`src/rtl/axi_pkg.sv`:
```
// Shared constants for the AXI SRAM slave: response codes, burst types and
// the slave FSM state encoding.
package axi_pkg;

  localparam logic [1:0] RESP_OKAY   = 2'b00;
  localparam logic [1:0] RESP_SLVERR = 2'b10;

  localparam logic [1:0] BURST_FIXED = 2'b00;
  localparam logic [1:0] BURST_INCR  = 2'b01;
  localparam logic [1:0] BURST_WRAP  = 2'b10;

  typedef logic [2:0] state_t;

  localparam state_t ST_IDLE    = 3'd0;
  localparam state_t ST_RD_REQ  = 3'd1;
  localparam state_t ST_RD_DATA = 3'd2;
  localparam state_t ST_WR_DATA = 3'd3;
  localparam state_t ST_WR_RESP = 3'd4;

endpackage

```
`src/rtl/axi_burst_addr.sv`:
```
// Burst word-address generator.
//   clk_i    clock
//   rst_i    synchronous active-high reset
//   load_i   load start address and burst type (address handshake)
//   addr_i   start word address
//   burst_i  burst type
//   adv_i    step to the next beat address
//   addr_o   current word address
// FIXED holds the address; every other burst type steps by one word and
// wraps modulo 2^ADDR_W.
module axi_burst_addr
  import axi_pkg::*;
#(
  parameter int ADDR_W = 14
) (
  input  logic              clk_i,
  input  logic              rst_i,
  input  logic              load_i,
  input  logic [ADDR_W-1:0] addr_i,
  input  logic [1:0]        burst_i,
  input  logic              adv_i,
  output logic [ADDR_W-1:0] addr_o
);

  logic [ADDR_W-1:0] addr_q, addr_d;
  logic [1:0]        burst_q, burst_d;

  always_comb begin
    addr_d  = addr_q;
    burst_d = burst_q;
    if (load_i) begin
      addr_d  = addr_i;
      burst_d = burst_i;
    end else if (adv_i && (burst_q != BURST_FIXED)) begin
      addr_d = addr_q + ADDR_W'(1);
    end
  end

  always_ff @(posedge clk_i) begin
    if (rst_i) begin
      addr_q  <= '0;
      burst_q <= BURST_FIXED;
    end else begin
      addr_q  <= addr_d;
      burst_q <= burst_d;
    end
  end

  assign addr_o = addr_q;

endmodule

```
`src/rtl/axi_sram_slave.sv`:
```
// AXI3 slave terminating a 32-bit master onto a single-port synchronous
// word SRAM. One transaction at a time; reads and writes alternate under
// contention.
//   aclk/areset          clock, synchronous active-high reset
//   ar*/r*               read address and read data channels
//   aw*/w*/b*            write address, write data and response channels
//   ram_en/ram_we        SRAM enable and byte write enables
//   ram_addr/ram_wdata   SRAM word address and write data
//   ram_rdata            SRAM read data (valid the cycle after a read enable)
//
// state      | meaning
// -----------+-----------------------------------------------
// IDLE       | arbitrate AR/AW, accept one address
// RD_REQ     | issue SRAM read for the current beat
// RD_DATA    | present read beat, hold until rready
// WR_DATA    | accept write beats, one SRAM write per beat
// WR_RESP    | present write response, hold until bready
module axi_sram_slave
  import axi_pkg::*;
#(
  parameter int ADDR_W = 14,
  parameter int ID_W   = 4
) (
  input  logic              aclk,
  input  logic              areset,
  input  logic [ID_W-1:0]   arid,
  input  logic [31:0]       araddr,
  input  logic [7:0]        arlen,
  input  logic [2:0]        arsize,
  input  logic [1:0]        arburst,
  input  logic              arvalid,
  output logic              arready,
  output logic [ID_W-1:0]   rid,
  output logic [31:0]       rdata,
  output logic [1:0]        rresp,
  output logic              rlast,
  output logic              rvalid,
  input  logic              rready,
  input  logic [ID_W-1:0]   awid,
  input  logic [31:0]       awaddr,
  input  logic [7:0]        awlen,
  input  logic [2:0]        awsize,
  input  logic [1:0]        awburst,
  input  logic              awvalid,
  output logic              awready,
  input  logic [ID_W-1:0]   wid,
  input  logic [31:0]       wdata,
  input  logic [3:0]        wstrb,
  input  logic              wlast,
  input  logic              wvalid,
  output logic              wready,
  output logic [ID_W-1:0]   bid,
  output logic [1:0]        bresp,
  output logic              bvalid,
  input  logic              bready,
  output logic              ram_en,
  output logic [3:0]        ram_we,
  output logic [ADDR_W-1:0] ram_addr,
  output logic [31:0]       ram_wdata,
  input  logic [31:0]       ram_rdata
);

  state_t          state_q, state_d;
  logic            prio_wr_q, prio_wr_d;
  logic [ID_W-1:0] id_q, id_d;
  logic [7:0]      len_q, len_d;
  logic [7:0]      beat_q, beat_d;
  logic            err_q, err_d;

  logic sel_rd, sel_wr, in_idle;
  logic ar_hs, aw_hs, rd_hs, wr_beat;
  logic last_beat;
  logic addr_load, addr_adv;
  logic [ADDR_W-1:0] addr_start, addr_cur;
  logic [1:0]        burst_start;

  // Size, write-data ID and the byte-offset/alias address bits carry no
  // meaning for a fixed 32-bit word memory.
  logic unused_inputs;
  assign unused_inputs = ^{arsize, awsize, wid,
                           araddr[31:ADDR_W+2], araddr[1:0],
                           awaddr[31:ADDR_W+2], awaddr[1:0]};

  // Under contention the priority flag picks the winner; a lone valid wins.
  assign sel_rd  = arvalid && (!awvalid || !prio_wr_q);
  assign sel_wr  = awvalid && (!arvalid ||  prio_wr_q);
  assign in_idle = (state_q == ST_IDLE) && !areset;

  assign arready = in_idle && sel_rd;
  assign awready = in_idle && sel_wr;
  assign ar_hs   = arready;
  assign aw_hs   = awready;

  assign last_beat = (beat_q == len_q);

  assign rvalid  = (state_q == ST_RD_DATA) && !areset;
  assign rd_hs   = rvalid && rready;
  assign rdata   = ram_rdata;
  assign rid     = id_q;
  assign rresp   = RESP_OKAY;
  assign rlast   = rvalid && last_beat;

  assign wready  = (state_q == ST_WR_DATA) && !areset;
  assign wr_beat = wready && wvalid;

  assign bvalid  = (state_q == ST_WR_RESP) && !areset;
  assign bid     = id_q;
  assign bresp   = err_q ? RESP_SLVERR : RESP_OKAY;

  assign ram_en    = !areset && ((state_q == ST_RD_REQ) || wr_beat);
  assign ram_we    = wr_beat ? wstrb : 4'b0000;
  assign ram_addr  = addr_cur;
  assign ram_wdata = wdata;

  assign addr_load   = ar_hs || aw_hs;
  assign addr_start  = ar_hs ? araddr[ADDR_W+1:2] : awaddr[ADDR_W+1:2];
  assign burst_start = ar_hs ? arburst : awburst;
  // Stepping past the final write beat is harmless: the next burst reloads.
  assign addr_adv    = (rd_hs && !last_beat) || wr_beat;

  axi_burst_addr #(
    .ADDR_W (ADDR_W)
  ) u_addr (
    .clk_i   (aclk),
    .rst_i   (areset),
    .load_i  (addr_load),
    .addr_i  (addr_start),
    .burst_i (burst_start),
    .adv_i   (addr_adv),
    .addr_o  (addr_cur)
  );

  always_comb begin
    state_d   = state_q;
    prio_wr_d = prio_wr_q;
    id_d      = id_q;
    len_d     = len_q;
    beat_d    = beat_q;
    err_d     = err_q;
    case (state_q)
      ST_IDLE: begin
        if (ar_hs) begin
          id_d      = arid;
          len_d     = arlen;
          beat_d    = 8'd0;
          prio_wr_d = ~prio_wr_q;
          state_d   = ST_RD_REQ;
        end else if (aw_hs) begin
          id_d      = awid;
          len_d     = awlen;
          beat_d    = 8'd0;
          err_d     = 1'b0;
          prio_wr_d = ~prio_wr_q;
          state_d   = ST_WR_DATA;
        end
      end
      ST_RD_REQ: begin
        state_d = ST_RD_DATA;
      end
      ST_RD_DATA: begin
        if (rready) begin
          if (last_beat) begin
            state_d = ST_IDLE;
          end else begin
            beat_d  = beat_q + 8'd1;
            state_d = ST_RD_REQ;
          end
        end
      end
      ST_WR_DATA: begin
        if (wvalid) begin
          // Burst length comes from awlen; wlast only flags an error.
          if (wlast != last_beat) begin
            err_d = 1'b1;
          end
          beat_d = beat_q + 8'd1;
          if (last_beat) begin
            state_d = ST_WR_RESP;
          end
        end
      end
      ST_WR_RESP: begin
        if (bready) begin
          state_d = ST_IDLE;
        end
      end
      default: begin
        state_d = ST_IDLE;
      end
    endcase
  end

  always_ff @(posedge aclk) begin
    if (areset) begin
      state_q   <= ST_IDLE;
      prio_wr_q <= 1'b0;
      id_q      <= '0;
      len_q     <= 8'd0;
      beat_q    <= 8'd0;
      err_q     <= 1'b0;
    end else begin
      state_q   <= state_d;
      prio_wr_q <= prio_wr_d;
      id_q      <= id_d;
      len_q     <= len_d;
      beat_q    <= beat_d;
      err_q     <= err_d;
    end
  end

endmodule

```
`config.mk`:
```
export PLATFORM = sky130hd
export DESIGN_NAME = axi_sram_slave
export DESIGN_NICKNAME = d
export VERILOG_FILES = /design/src/rtl/axi_pkg.sv /design/src/rtl/axi_burst_addr.sv /design/src/rtl/axi_sram_slave.sv
export SDC_FILE = /design/constraint.sdc
export NUM_CORES = 1
export LEC_CHECK = 0
export BUFFER_PORTS_ARGS = -buffer_cell sky130_fd_sc_hd__buf_2
export CORE_AREA = 8 8 101 103
export DETAILED_ROUTE_END_ITERATION = 10
export DIE_AREA = 0 0 109 111
export PLACE_DENSITY = 0.81
export SYNTH_ARGS = -nofsm -noshare
export SYNTH_HDL_FRONTEND = slang
export SYNTH_SLANG_ARGS = --single-unit
export TNS_END_PERCENT = 10
```
`constraint.sdc`:
```
create_clock -name aclk -period 5.7 [get_ports aclk]
set_clock_uncertainty 0.15 [all_clocks]
set_input_delay 0.855 -clock aclk [delete_from_list [all_inputs] [get_ports aclk]]
set_output_delay 0.855 -clock aclk [all_outputs]
set_load 0.005 [all_outputs]
```
==> flow_summary.yaml <==
drt:
  drc: 0
  drt-met1-wl_um: 4170
  met3_length_um: 949
  drt_iter0_markers: 251
  routed_wl_um: 9820
  top_layer: "met4"
  routedWlPerCell_um: 17.6
  wl_met2_um: 4310
  drtPass1Iterations: 5
  vias: 3164
  ant_nets: 0
  vias_per_cell: 5.67
min_path:
  min_path_cells: 1
  hold_end: "err_q"
  hold_path.class: "flip-flop to flip-flop"
  hp-start: "err_q"
cts:
  ctsRootBufferMaster: "clkbuf_8"
  postCtsSetupBuffers: 0
  insertion_delay_ns: 0.30
  clk_pin_slew_worst_paths_ns: 0.08
  post_cts_hold_buffer_count: 0
  cts_buffers: 5
  htreeDepth: 2
  cts_tree: "yes"
  numClockSinks: 41
  clockBufferDepth: 2
  cts_resized: 0
pwr:
  vdd_drop_max_mv: 0.125
  leakage_uw: 0.00147
  powerDensity_mw_per_mm2: 268
  total_power_uw: 920
sta:
  setup_viol: 0
  fmax_mhz: 293
  hold_viol_final: 0
  fin_crit_ns: 3.42
  max_slew.worst_pin.slew_ns: 1.00
  period_share_pct: 60.0
  finalMaxSlewViolations: 0
  setup-tns-final_ns: 0
  rsz0062_at_grt: "no"
  slew_headroom_pct: 33.0
  timing.hold.ws_ns: 0.338
floorplan:
  die_w_um: 109
  fp-row-count: 34
  boundaryPins: 279
  die_h_um: 111
  core_mm2: 0.00855
  die_area_mm2: 0.0121
  initial_core_util_pct: 38.6
grt:
  grt_max_degree: 37
  grt_antenna_before_repair: 0
  globalRouteTotalUtil_pct: 16.1
  grt_pass1_vias: 3140
  grt_first_pass_wirelength_um: 15900
  grt-ovfl-total: 0
yosys:
  async_flop_share_pct: 0
  synth_warnings: 0
  yosysSeqAreaShare_pct: 24.8
  yosysTopAreaCellShare_pct: 24.8
  synth_commonest_cells: "73 x buf_4, 66 x nand2_1, 41 x dfxtp_1, 32 x nor2_1, 21 x nand3_1"
  ys_types: 58
  ys_top_cells_by_area: "dfxtp_1 25%, buf_4 17%, nand2_1 7.5%"
  synthCells: 432
  synth.most_common_cell: "buf_4"
  synth_edf_count: 0
  syn_area_mm2: 0.00330
  synthFlopType: "dfxtp_1"
  ys_seq_elements: 41
  avgSynthCellArea_um2: 7.65
  synth_top_area_cell: "dfxtp_1"
worst_setup_path:
  crit_type: "input pin to primary output"
  worstPathMaxFanout: 36
  worstPathCellList: "buf_2, nor4_4, nand2_2, inv_1, buf_2"
  worst-r2r-cell-count: 5
  cp_slowest_cell: "nor4_4"
  crit_arrival_ns: 2.41
  timing.rr.start: "state_q[0]"
  critPathMaxStageDelay_ns: 0.47
  r2r_slack_ns: 2.91
  critical_path_required_ns: 4.70
  cp-start-kind: "input pin"
  crit_top_cell: "buf_2"
  r2r_end: "u_addr.addr_o[11]"
  endpoint_kind: "primary output"
cells_and_area:
  fill_cells: 883
  drive_above_1_share_pct: 27.6
  register_area_um2: 821
  antenna-diode-count: 0
  syn2layout_area_growth_pct: 4.05
  final_nets: 629
  multi_input_comb_area_mm2: 0.00183
place:
  dpl.hpwl_um: 7490
  gp_congestion: 0.864
  io_buffers: 101
run_status:
  status: "finished clean"
job:
  max_cap_violations: 0
-- critical path: cells and delay by family --
kind	cells	cell delay [ns]
and+or+nand+nor	2	0.91
buffers and inverters	3	0.63
-- power by group --
| part | switching, uW | total [uW] | internal (uW) |
|---|---|---|---|
| registers | 45.5 | 367 | 322 |
| logic | 180 | 300 | 120 |
| clock network | 111 | 253 | 143 |
-- state kept, by name (all words and copies together), names as in the netlist --
| signal | flops |
|---|---|
| u_addr.addr_o | 14 |
| beat_q | 8 |
| len_q | 8 |
| bid | 4 |
| state_q | 3 |
| u_addr.burst_q | 2 |
| err_q | 1 |
| prio_wr_q | 1 |
-- placed cells by master, fill, tap and decap left out, types with 4 or more instances in the layout --
cell type / count
nor3_1: 8
nand4_1: 6
o211ai_1: 7
xnor2_1: 10
a311oi_1: 14
and3_1: 10
inv_1: 4
o21a_1: 4
o31ai_1: 4
dfxtp_1: 41
a21o_1: 4
a21oi_1: 14
nor4_1: 8
nand2_1: 66
nand3_1: 21
a211oi_1: 4
and4_1: 4
a31oi_1: 7
nor2_1: 32
buf_2: 101
o21ai_0: 11
a2111o_1: 5
clkbuf_8: 6
nand2b_1: 4
-- cell type report --
class	count	share of cell area [%]
clock buffer	6	2.40
tap	108	3.93
multi-input combinational	294	53.1
clock inverter	2	1.09
inverter	4	0.437
timing repair buffer	103	15.1
sequential	41	23.9
-- metal layers --
metal / up-vias / global-route usage, %
met2: 174 / 23.8
met1: 1415 / 20.3
met5: - / 0
met4: 0 / 9.04
li1: 1525 / -
met3: 50 / 4.42
-- worst max path at each step --
stage	startpoint	endpoint	slack, ns	depth (start not counted)
5_1_grt	areset	arready	2.10	5
2_1_floorplan	areset	arready	2.89	5
3_5_place_dp	areset	len_q[0]	2.21	6
3_3_place_gp	areset	u_addr.addr_o[11]	2.25	6
4_1_cts	areset	arready	2.28	5
6_report	areset	arready	2.28	5
-- cells by family (layout without fill, tap and decap cells) --
| group | after synthesis | after routing | share of synthesized area (%) |
|---|---|---|---|
| simple gates | 174 | 174 | 25.8 |
| buf+inv | 99 | 115 | 20.3 |
| flops | 41 | 41 | 24.8 |
| mux | 5 | 5 | 1.59 |
| other cells | 1 | 3 | 0.114 |
| compound gates | 100 | 100 | 23.9 |
| fa+ha+maj | 2 | 2 | 0.757 |
| xor+xnor | 10 | 10 | 2.65 |
-- per-stage QoR --
stage                     setup slack, ns  instance area (um2)  util [%]  cells
after global routing                 2.10                 3440      40.2    558
after global placement               2.25                 3320      38.8    550
final                                2.28                 3440      40.2    558
after floorplan                      2.89                 3310         -    434
after detailed placement             2.21                 3320      38.8    550
after CTS                            2.28                 3440      40.2    558
No activity file was read; power rests on OpenSTA's default activity.
